## src/rtl/exec_pkg.sv

```systemverilog
// rtl/exec_pkg.sv - opcode/branch encodings, FSM state type and default widths for the execute stage
package exec_pkg;
    localparam int DEF_WIDTH = 16;
    localparam int DEF_RA_W  = 3;

    localparam logic [3:0] OP_ADD   = 4'd0;
    localparam logic [3:0] OP_SUB   = 4'd1;
    localparam logic [3:0] OP_AND   = 4'd2;
    localparam logic [3:0] OP_OR    = 4'd3;
    localparam logic [3:0] OP_XOR   = 4'd4;
    localparam logic [3:0] OP_SLL   = 4'd5;
    localparam logic [3:0] OP_SRL   = 4'd6;
    localparam logic [3:0] OP_SRA   = 4'd7;
    localparam logic [3:0] OP_ROL   = 4'd8;
    localparam logic [3:0] OP_SEQ   = 4'd9;
    localparam logic [3:0] OP_SLT   = 4'd10;
    localparam logic [3:0] OP_SLE   = 4'd11;
    localparam logic [3:0] OP_SCO   = 4'd12;
    localparam logic [3:0] OP_PASSB = 4'd13;
    localparam logic [3:0] OP_MUL   = 4'd14;

    localparam logic [2:0] BR_NOBR = 3'd0;
    localparam logic [2:0] BR_EQZ  = 3'd1;
    localparam logic [2:0] BR_NEZ  = 3'd2;
    localparam logic [2:0] BR_LTZ  = 3'd3;
    localparam logic [2:0] BR_GEZ  = 3'd4;

    typedef enum logic {
        ST_IDLE = 1'b0,
        ST_MUL  = 1'b1
    } stateT;
endpackage

```

## src/rtl/exec_pipe_stage_if.sv

```systemverilog
// rtl/exec_pipe_stage_if.sv - instruction-in / result-out handshake bundle of the execute stage
interface exec_pipe_stage_if
    import exec_pkg::*;
#(
    parameter int WIDTH = DEF_WIDTH,
    parameter int RA_W  = DEF_RA_W
);
    logic             inValid;
    logic             inReady;
    logic [3:0]       op;
    logic [2:0]       brType;
    logic [WIDTH-1:0] srcA;
    logic [WIDTH-1:0] srcB;
    logic [WIDTH-1:0] imm;
    logic             useImm;
    logic [WIDTH-1:0] pc;
    logic [WIDTH-1:0] offset;
    logic             useRegBase;
    logic [RA_W-1:0]  writeReg;
    logic             regWrt;

    logic             outValid;
    logic             outReady;
    logic [WIDTH-1:0] result;
    logic [WIDTH-1:0] jumpPc;
    logic             doBranch;
    logic [RA_W-1:0]  writeRegOut;
    logic             regWrtOut;
    logic             err;
    logic             busy;

    modport master (
        output inValid, op, brType, srcA, srcB, imm, useImm, pc, offset, useRegBase,
               writeReg, regWrt, outReady,
        input  inReady, outValid, result, jumpPc, doBranch, writeRegOut, regWrtOut, err, busy
    );

    modport slave (
        input  inValid, op, brType, srcA, srcB, imm, useImm, pc, offset, useRegBase,
               writeReg, regWrt, outReady,
        output inReady, outValid, result, jumpPc, doBranch, writeRegOut, regWrtOut, err, busy
    );
endinterface

```

## src/rtl/exec_mul_iter.sv

```systemverilog
// rtl/exec_mul_iter.sv - radix-2 shift-add multiplier, WIDTH steps, low WIDTH product bits
module exec_mul_iter
    import exec_pkg::*;
#(
    parameter int WIDTH = DEF_WIDTH
) (
    input  logic             clk,
    input  logic             rst,
    input  logic             start,
    input  logic             abort,
    input  logic [WIDTH-1:0] a,
    input  logic [WIDTH-1:0] b,
    output logic             done,
    output logic [WIDTH-1:0] product
);
    localparam int CNT_W = $clog2(WIDTH);

    logic             active;
    logic [CNT_W-1:0] count;
    logic [WIDTH-1:0] mcand;
    logic [WIDTH-1:0] mplier;
    logic [WIDTH-1:0] acc;
    logic [WIDTH-1:0] stepSum;

    // The last partial product is added combinationally so the caller can
    // capture the product on the final step's edge.
    assign stepSum = acc + (mplier[0] ? mcand : '0);
    assign done    = active & (count == CNT_W'(WIDTH - 1));
    assign product = stepSum;

    always_ff @(posedge clk or negedge rst) begin
        if (!rst) begin
            active <= 1'b0;
            count  <= '0;
            mcand  <= '0;
            mplier <= '0;
            acc    <= '0;
        end else if (abort) begin
            active <= 1'b0;
        end else if (start) begin
            active <= 1'b1;
            count  <= '0;
            mcand  <= a;
            mplier <= b;
            acc    <= '0;
        end else if (active) begin
            acc    <= stepSum;
            mcand  <= mcand << 1;
            mplier <= mplier >> 1;
            count  <= count + CNT_W'(1);
            if (done) begin
                active <= 1'b0;
            end
        end
    end
endmodule

```

## src/rtl/exec_pipe_stage.sv

```systemverilog
// rtl/exec_pipe_stage.sv - single-issue ALU/branch execute stage; iterative MUL built only with EXEC_MUL_EN
module exec_pipe_stage
    import exec_pkg::*;
#(
    parameter int WIDTH = DEF_WIDTH,
    parameter int RA_W  = DEF_RA_W
) (
    input  logic             clk,
    input  logic             rst,
    input  logic             flush,
    exec_pipe_stage_if.slave bus
);
    localparam int SH_W = $clog2(WIDTH);

    logic [WIDTH-1:0]   opA;
    logic [WIDTH-1:0]   opB;
    logic [WIDTH:0]     sum;
    logic [SH_W-1:0]    shamt;
    logic [2*WIDTH-1:0] rolTmp;
    logic [WIDTH-1:0]   aluRes;
    logic [WIDTH-1:0]   jumpTgt;
    logic               aluOk;
    logic               brOk;
    logic               brTaken;
    logic               instErr;
    logic               accept;
    logic               idle;
    logic               startsMul;
    logic               mulDone;
    logic [WIDTH-1:0]   mulProduct;

    logic               outValid;
    logic [WIDTH-1:0]   result;
    logic [WIDTH-1:0]   jumpPc;
    logic               doBranch;
    logic [RA_W-1:0]    writeRegOut;
    logic               regWrtOut;
    logic               err;

    assign opA     = bus.srcA;
    assign opB     = bus.useImm ? bus.imm : bus.srcB;
    assign shamt   = opB[SH_W-1:0];
    assign sum     = {1'b0, opA} + {1'b0, opB};
    assign rolTmp  = {opA, opA} << shamt;
    assign jumpTgt = (bus.useRegBase ? opA : bus.pc) + bus.offset;

    always_comb begin
        aluRes = '0;
        aluOk  = 1'b1;
        case (bus.op)
            OP_ADD:   aluRes = sum[WIDTH-1:0];
            OP_SUB:   aluRes = opA - opB;
            OP_AND:   aluRes = opA & opB;
            OP_OR:    aluRes = opA | opB;
            OP_XOR:   aluRes = opA ^ opB;
            OP_SLL:   aluRes = opA << shamt;
            OP_SRL:   aluRes = opA >> shamt;
            OP_SRA:   aluRes = $signed(opA) >>> shamt;
            OP_ROL:   aluRes = rolTmp[2*WIDTH-1:WIDTH];
            OP_SEQ:   aluRes = {{(WIDTH-1){1'b0}}, opA == opB};
            OP_SLT:   aluRes = {{(WIDTH-1){1'b0}}, $signed(opA) < $signed(opB)};
            OP_SLE:   aluRes = {{(WIDTH-1){1'b0}}, $signed(opA) <= $signed(opB)};
            OP_SCO:   aluRes = {{(WIDTH-1){1'b0}}, sum[WIDTH]};
            OP_PASSB: aluRes = opB;
`ifdef EXEC_MUL_EN
            OP_MUL:   aluRes = '0;
`endif
            default:  aluOk = 1'b0;
        endcase
    end

    always_comb begin
        brTaken = 1'b0;
        brOk    = 1'b1;
        case (bus.brType)
            BR_NOBR: brTaken = 1'b0;
            BR_EQZ:  brTaken = (opA == '0);
            BR_NEZ:  brTaken = (opA != '0);
            BR_LTZ:  brTaken = opA[WIDTH-1];
            BR_GEZ:  brTaken = ~opA[WIDTH-1];
            default: brOk = 1'b0;
        endcase
    end

    assign instErr     = ~aluOk | ~brOk;
    assign bus.inReady = idle & (~outValid | bus.outReady) & ~flush;
    assign accept      = bus.inValid & bus.inReady;

`ifdef EXEC_MUL_EN
    stateT state;
    stateT stateNxt;

    always_ff @(posedge clk or negedge rst) begin
        if (!rst) begin
            state <= ST_IDLE;
        end else begin
            state <= stateNxt;
        end
    end

    always_comb begin
        stateNxt = state;
        case (state)
            ST_IDLE: if (startsMul) stateNxt = ST_MUL;
            ST_MUL:  if (flush || mulDone) stateNxt = ST_IDLE;
            default: stateNxt = ST_IDLE;
        endcase
    end

    assign idle      = (state == ST_IDLE);
    assign startsMul = accept & (bus.op == OP_MUL) & ~instErr;
    assign bus.busy  = (state == ST_MUL);

    exec_mul_iter #(.WIDTH(WIDTH)) uMul (
        .clk     (clk),
        .rst     (rst),
        .start   (startsMul),
        .abort   (flush),
        .a       (opA),
        .b       (opB),
        .done    (mulDone),
        .product (mulProduct)
    );
`else
    assign idle       = 1'b1;
    assign startsMul  = 1'b0;
    assign mulDone    = 1'b0;
    assign mulProduct = '0;
    assign bus.busy   = 1'b0;
`endif

    // A MUL captures its side-band fields at accept; only result and
    // outValid are written when the product is ready.
    always_ff @(posedge clk or negedge rst) begin
        if (!rst) begin
            outValid    <= 1'b0;
            result      <= '0;
            jumpPc      <= '0;
            doBranch    <= 1'b0;
            writeRegOut <= '0;
            regWrtOut   <= 1'b0;
            err         <= 1'b0;
        end else if (flush) begin
            outValid <= 1'b0;
            doBranch <= 1'b0;
            err      <= 1'b0;
        end else if (mulDone) begin
            outValid <= 1'b1;
            result   <= mulProduct;
        end else if (accept) begin
            outValid    <= ~startsMul;
            result      <= instErr ? '0 : aluRes;
            jumpPc      <= jumpTgt;
            doBranch    <= brTaken & ~instErr;
            writeRegOut <= bus.writeReg;
            regWrtOut   <= bus.regWrt & ~instErr;
            err         <= instErr;
        end else if (bus.outReady) begin
            outValid <= 1'b0;
        end
    end

    assign bus.outValid    = outValid;
    assign bus.result      = result;
    assign bus.jumpPc      = jumpPc;
    assign bus.doBranch    = doBranch;
    assign bus.writeRegOut = writeRegOut;
    assign bus.regWrtOut   = regWrtOut;
    assign bus.err         = err;
endmodule

```

## src/flat_wrapper.sv

```systemverilog
// flat-port wrapper written by rule: the top's interface ports become plain ports
module exec_pipe_stage_flat import exec_pkg::*;
#(
    parameter int WIDTH = DEF_WIDTH,
    parameter int RA_W  = DEF_RA_W
)
  (clk, rst, flush, bus_inValid, bus_op, bus_brType, bus_srcA, bus_srcB, bus_imm, bus_useImm, bus_pc, bus_offset, bus_useRegBase, bus_writeReg, bus_regWrt, bus_outReady, bus_inReady, bus_outValid, bus_result, bus_jumpPc, bus_doBranch, bus_writeRegOut, bus_regWrtOut, bus_err, bus_busy);
  exec_pipe_stage_if #(.WIDTH(WIDTH), .RA_W(RA_W)) bus_i ();
  input  logic clk;
  input  logic rst;
  input  logic flush;
  input wire logic [$bits(bus_i.inValid)-1:0] bus_inValid;
  input wire logic [$bits(bus_i.op)-1:0] bus_op;
  input wire logic [$bits(bus_i.brType)-1:0] bus_brType;
  input wire logic [$bits(bus_i.srcA)-1:0] bus_srcA;
  input wire logic [$bits(bus_i.srcB)-1:0] bus_srcB;
  input wire logic [$bits(bus_i.imm)-1:0] bus_imm;
  input wire logic [$bits(bus_i.useImm)-1:0] bus_useImm;
  input wire logic [$bits(bus_i.pc)-1:0] bus_pc;
  input wire logic [$bits(bus_i.offset)-1:0] bus_offset;
  input wire logic [$bits(bus_i.useRegBase)-1:0] bus_useRegBase;
  input wire logic [$bits(bus_i.writeReg)-1:0] bus_writeReg;
  input wire logic [$bits(bus_i.regWrt)-1:0] bus_regWrt;
  input wire logic [$bits(bus_i.outReady)-1:0] bus_outReady;
  output wire logic [$bits(bus_i.inReady)-1:0] bus_inReady;
  output wire logic [$bits(bus_i.outValid)-1:0] bus_outValid;
  output wire logic [$bits(bus_i.result)-1:0] bus_result;
  output wire logic [$bits(bus_i.jumpPc)-1:0] bus_jumpPc;
  output wire logic [$bits(bus_i.doBranch)-1:0] bus_doBranch;
  output wire logic [$bits(bus_i.writeRegOut)-1:0] bus_writeRegOut;
  output wire logic [$bits(bus_i.regWrtOut)-1:0] bus_regWrtOut;
  output wire logic [$bits(bus_i.err)-1:0] bus_err;
  output wire logic [$bits(bus_i.busy)-1:0] bus_busy;
  assign bus_i.inValid = bus_inValid;
  assign bus_i.op = bus_op;
  assign bus_i.brType = bus_brType;
  assign bus_i.srcA = bus_srcA;
  assign bus_i.srcB = bus_srcB;
  assign bus_i.imm = bus_imm;
  assign bus_i.useImm = bus_useImm;
  assign bus_i.pc = bus_pc;
  assign bus_i.offset = bus_offset;
  assign bus_i.useRegBase = bus_useRegBase;
  assign bus_i.writeReg = bus_writeReg;
  assign bus_i.regWrt = bus_regWrt;
  assign bus_i.outReady = bus_outReady;
  assign bus_inReady = bus_i.inReady;
  assign bus_outValid = bus_i.outValid;
  assign bus_result = bus_i.result;
  assign bus_jumpPc = bus_i.jumpPc;
  assign bus_doBranch = bus_i.doBranch;
  assign bus_writeRegOut = bus_i.writeRegOut;
  assign bus_regWrtOut = bus_i.regWrtOut;
  assign bus_err = bus_i.err;
  assign bus_busy = bus_i.busy;
  exec_pipe_stage #(.WIDTH(WIDTH), .RA_W(RA_W)) u_core (.clk(clk), .rst(rst), .flush(flush), .bus(bus_i));
endmodule
```

## config.mk

```make
export PLATFORM = sky130hd
export DESIGN_NAME = exec_pipe_stage_flat
export DESIGN_NICKNAME = d
export VERILOG_FILES = /design/src/rtl/exec_pkg.sv /design/src/rtl/exec_pipe_stage_if.sv /design/src/rtl/exec_mul_iter.sv /design/src/rtl/exec_pipe_stage.sv /design/src/flat_wrapper.sv
export SDC_FILE = /design/constraint.sdc
export NUM_CORES = 1
export LEC_CHECK = 0
export ABC_CLOCK_PERIOD_IN_PS = 1800
export BUFFER_PORTS_ARGS = -buffer_cell sky130_fd_sc_hd__clkbuf_2
export CAP_MARGIN = 10
export CORE_ASPECT_RATIO = 0.75
export CORE_MARGIN = 3
export CORE_UTILIZATION = 30
export CTS_CLUSTER_SIZE = 20
export DETAILED_ROUTE_END_ITERATION = 7
export GPL_ROUTABILITY_DRIVEN = 0
export GPL_TIMING_DRIVEN = 1
export PLACE_DENSITY = 0.57
export SLEW_MARGIN = 40
export SYNTH_ARGS = -nofsm -noshare
export SYNTH_HDL_FRONTEND = slang
export SYNTH_SLANG_ARGS = --single-unit
```

## constraint.sdc

```tcl
create_clock -name clk -period 1.8 [get_ports clk]
set_clock_uncertainty 0.05 [all_clocks]
set_input_delay 0 -clock clk [delete_from_list [all_inputs] [get_ports clk]]
set_output_delay 0 -clock clk [all_outputs]
set_load 0.02 [all_outputs]
```

---- After elaboration in Yosys (flattened, before gate mapping) ----
Index checks and enable logic that the tools add are counted.
storage, ports and cells
  bits in registers ....................... 39
  output and inout bits ................... 41
operators by class
  add/subtract/negate cells ............... 3
  order comparisons ....................... 2
  equality and inequality tests ........... 18
  shift operators ......................... 4
  mux-type cells .......................... 14
  bitwise gates (word level) .............. 15
  reduce and logical (&&, ||, !) cells .... 9
operators with widths
  operator              number
  $pmux W16 S14         1
  $mux W16              3
  $shl A32 B4 Y32       1
  $eq A4 B4 Y1 const B  6
  $add A16 B16 Y17      1
  $add A16 B16 Y16      1
  $and A16 B16 Y16      1
  $eq A16 B16 Y1        1
  $eq A4 B3 Y1 const B  4
  $le A16 B16 Y1        1
  $logic_not A16 Y1     1
  $lt A16 B16 Y1        1
  $or A16 B16 Y16       1
  $reduce_bool A16 Y1   1
  $shl A16 B4 Y16       1
  $shr A16 B4 Y16       1
  $sshr A16 B4 Y16      1
  $sub A16 B16 Y16      1
  $xor A16 B16 Y16      1
  $reduce_or A14 Y1     1
  $mux W1               9
  $eq A4 B2 Y1 const B  2
  $eq A3 B2 Y1 const B  2
  $not A1 Y1            6
  other kinds (12)      16

---- Longest topological paths before layout ----
  depth in word-level cells ............... 9
  gate-level depth with buffers ........... 17

---- Worst setup path after synthesis ----
OpenSTA, ideal clock, no wires.
  path kind ............................... input -> register
  start point ............................. in bus_useImm
  end point ............................... reg u_core.result[13], in the netlist u_core.bus.result[13]
  library setup time ...................... 0.066 ns
  arrival ................................. 3.222 ns
  data required time ...................... 1.684 ns
  slack ................................... -1.537 ns
  stages on the path ...................... 14
  cells stage by stage .................... buf_6 -> mux2i_1 -> clkbuf_1 -> clkbuf_1 -> ha_1 -> buf_2 -> o21a_1 -> a2111oi_2 -> o21ai_1 -> a41oi_2 -> nor4_1 -> or4_1 -> a21oi_1 -> o31a_1
on the way
  word-level cells in the longest chain between the ends .. 4
  elaborated cells on any way between the ends .. 12
ends and longest elaborated chain
  element                                         line                    text
  start, declared                                 flat_wrapper.sv:18      input wire logic [$bits(bus_i.useImm)-1:0] bus_useImm;
  $mux W16 (*)                                    exec_pipe_stage.sv:41   assign opB = bus.useImm ? bus.imm : bus.srcB;
  $sub A16 B16 Y16, or another cell as far along  exec_pipe_stage.sv:52   OP_SUB: aluRes = opA - opB;
  $pmux W16 S14 (*)                               exec_pipe_stage.sv:50   case (bus.op)
  $mux W16 (*)                                    exec_pipe_stage.sv:152  result <= instErr ? '0 : aluRes;
  end signal, assigned                            exec_pipe_stage.sv:149  result <= mulProduct;
  end signal, assigned                            exec_pipe_stage.sv:152
  end, declared                                   exec_pipe_stage.sv:33   logic [WIDTH-1:0] result;
Mark *: on every way between the ends. The rest lies on a longest branch, timed or not.
A chain may end at the register's enable or synchronous reset.

---- Worst setup path in the final report ----
Ends and elaborated chain as after synthesis.

==> results.json <==
{
  "critical-path-slowest-cell": "or4_4",
  "netlist.area_leader.share": 0.139,
  "ys_seq_area_frac": 0.139,
  "r2r-start": "u_core.bus.outValid",
  "die_h_microns": 138,
  "synth_cells": 918,
  "synth.most_common_cell": "nand2_1",
  "n_fill_cell": 2098,
  "drc": 0,
  "cts-root-buf": "clkbuf_16",
  "synth_enable_flop_cells": 0,
  "cp-end-kind": "register",
  "violations": "negative setup slack",
  "ys.flop_type": "dfrtp_1",
  "drt_iter0_drc": 1248,
  "min_path_type": "in2reg",
  "synth_top_area_cell": "dfrtp_1",
  "grt_pass1_wl_microns": 50700,
  "rsz0062_at_grt": "true",
  "insertion_delay_ns": 0.30,
  "cp.arrival_ns": 2.82,
  "area_growth_pct": 68.4,
  "antenna_found_initial": 0,
  "die-area_sq_um": 25200,
  "syn-num-nets": 1087,
  "seqCellArea_sq_um": 976,
  "avgViaCountPerCell": 5.68,
  "vias": 9211,
  "die_w_microns": 182,
  "synth_cell_type_count": 70,
  "finalHoldViolCount": 0,
  "overflow": 0,
  "dpl.hpwl_microns": 25600,
  "slew_headroom": 0.615,
  "nets": 1495,
  "core_area_sq_um": 22500,
  "fin_crit_sh": 1.46,
  "slew_viol_final": 0,
  "outcome": "finished, violations left",
  "antenna_left": 0,
  "multiInputGateArea_sq_um": 6400,
  "cp-startpoint": "bus_useImm",
  "critPathKind": "in2reg",
  "grt_pass1_vias": 8707,
  "wl_per_cell_microns": 20.5,
  "critical-path-top-delay-family": "compound AO/OA/AOI/OAI gates",
  "firstDrtPassIters": 7,
  "critPathBufInv": 3,
  "slowest_delay_ns": 0.51,
  "leakage_nw": 5.47,
  "wl_microns": 33300,
  "synth.avg_cell_area_sq_um": 7.62,
  "start_util": 0.312,
  "total_power_w": 0.00635,
  "diodes": 0,
  "clockBufferDepth": 2,
  "max_freq_mhz": 380,
  "drive_above_1_share": 0.496,
  "ys_top_cells_by_area": "dfrtp_1 (14%), ha_1 (12%), mux2i_1 (6.6%), mux4_2 (5.5%), a21oi_1 (5.3%)",
  "grt_max_degree": 40,
  "peakVddDrop_mv": 0.344,
  "clkTransAtPathRegs_ns": 0.07,
  "io_pins": 139,
  "finalSetupViolCount": 23,
  "netlist_area_sq_um": 7000,
  "cellPowerDensity_nw_per_um2": 539,
  "worstPathRequired_ns": 1.99,
  "critPathMaxFanout": 4,
  "worst-slew-pin-transition_ns": 0.577,
  "async_flop_share": 1.00,
  "max-cap-violations": 0,
  "placementRows": 47,
  "cts.sinks": 39,
  "htreeDepth": 2,
  "synth_commonest_cells": "nand2_1 (81), a21oi_1 (74), nor2_1 (73), ha_1 (68), o21ai_0 (66)",
  "worst_slack_ns": -0.833,
  "cts_tree": "built",
  "placed_area_sq_um": 10300,
  "crit_chain": "buf_12, mux2i_4, buf_6, inv_4, ha_2, a211o_1, a2111oi_4, o21ai_2, a41oi_2, nor4_2, or4_4, a21oi_2, o31a_1",
  "cp-start-kind": "primary input",
  "ys_seq_elements": 39,
  "hp-start": "flush",
  "yosysWarnings": 0,
  "grt_usage": 0.251,
  "min_period_ns": 2.63,
  "io_buffers": 137,
  "numCtsBuffers": 5,
  "final_cell_area_sq_um": 11800
}
==> registers in the layout, indices dropped and copies added, names as in the netlist <==
signal                  count
u_core.bus.doBranch         1
u_core.bus.err              1
u_core.bus.jumpPc          16
u_core.bus.outValid         1
u_core.bus.regWrtOut        1
u_core.bus.result          16
u_core.bus.writeRegOut      3
==> worst min-delay path: cells and delay by family <==
kind / cells / cell delay (ns)
buffers and inverters: 1 / 0.13
AOI/OAI and AO/OA: 1 / 0.07
and+or+nand+nor: 1 / 0.11
==> metrics by stage <==
step,hold slack (ns),util,TNS [ns],std cells,setup slack [ns]
final,0.00579,0.525,-8.66,1621,-0.833
after detailed placement,0.0676,0.459,-20.26,1569,-1.17
after floorplan,-0.346,-,-13.43,918,-1.17
after global placement,0.0631,0.459,-19.49,1569,-1.22
after global routing,0.0350,0.525,-10.96,1621,-0.910
after CTS,0.00862,0.506,-9.48,1608,-0.729
==> path summary, 6_finish.rpt <==
path	to	slack (ns)	depth (start not counted)
max	u_core.bus.result[13]	-0.83	13
min	u_core.bus.err	0.006	3
max reg2reg	u_core.bus.result[15]	-0.36	10
min reg2reg	u_core.bus.writeRegOut[2]	0.42	2
max in group asynchronous	u_core.bus.jumpPc[2]	1.03	3
min in group asynchronous	u_core.bus.result[7]	0.26	3
==> per-layer routing <==
layer	share of wire	GRT usage
met1	0.44	0.372
met2	0.42	0.371
met3	0.12	0.0646
met4	0.021	0.0421
met5	0	0
==> report_power, final <==
part	internal (W)	switching, W
combinational	0.00198	0.00219
sequential	0.00104	0.000107
clock	0.000592	0.000443
total	0.00361	0.00273
==> cells by family after synthesis <==
logic type               Yosys count  share of synthesized area
AO/OA/AOI/OAI                    294                      0.276
XOR/XNOR                          21                     0.0263
adder cells (fa/ha/maj)           71                      0.130
buffers and inverters            125                     0.0749
flip-flops                        39                      0.139
multiplexers                      88                      0.166
other                              1                   0.000536
AND/OR/NAND/NOR                  279                      0.188
==> layout make-up <==
type	count	share of cell area
Clock buffer	7	0.0130
Clock inverter	1	0.000637
Inverter	54	0.0178
Multi-Input combinational cell	754	0.543
Sequential cell	39	0.0828
Tap cell	294	0.0312
Timing Repair Buffer	472	0.311
==> cells in the final DEF (no fill, tap or decap), drive strengths merged, types with 9 or more instances in the layout <==
cell,count
inv,54
a21oi,74
nand2,81
o31ai,9
nand3,22
nor2,73
mux2,22
dfrtp,39
a221oi,11
nand2b,10
a211oi,14
o21ai,69
xnor2,12
o211ai,18
mux2i,49
xor2,9
nor3,33
mux4,17
ha,68
buf,327
a31oi,14
clkbuf,142
nor4,9
a21o,13
==> what timing repair did <==
| item | 4_1_cts | 5_1_grt |
|---|---|---|
| buffers inserted | 26 | 22 |
| gates cloned | 4 | 0 |
| hold buffers | 7 | 0 |
| endpoints found under the setup margin | 25 | 32 |
| gates resized for setup | 126 | 80 |
| endpoints found under the hold margin | 45 | 0 |
| pin swaps | 66 | 60 |
Note: power is estimated with default switching activity, not from simulation.
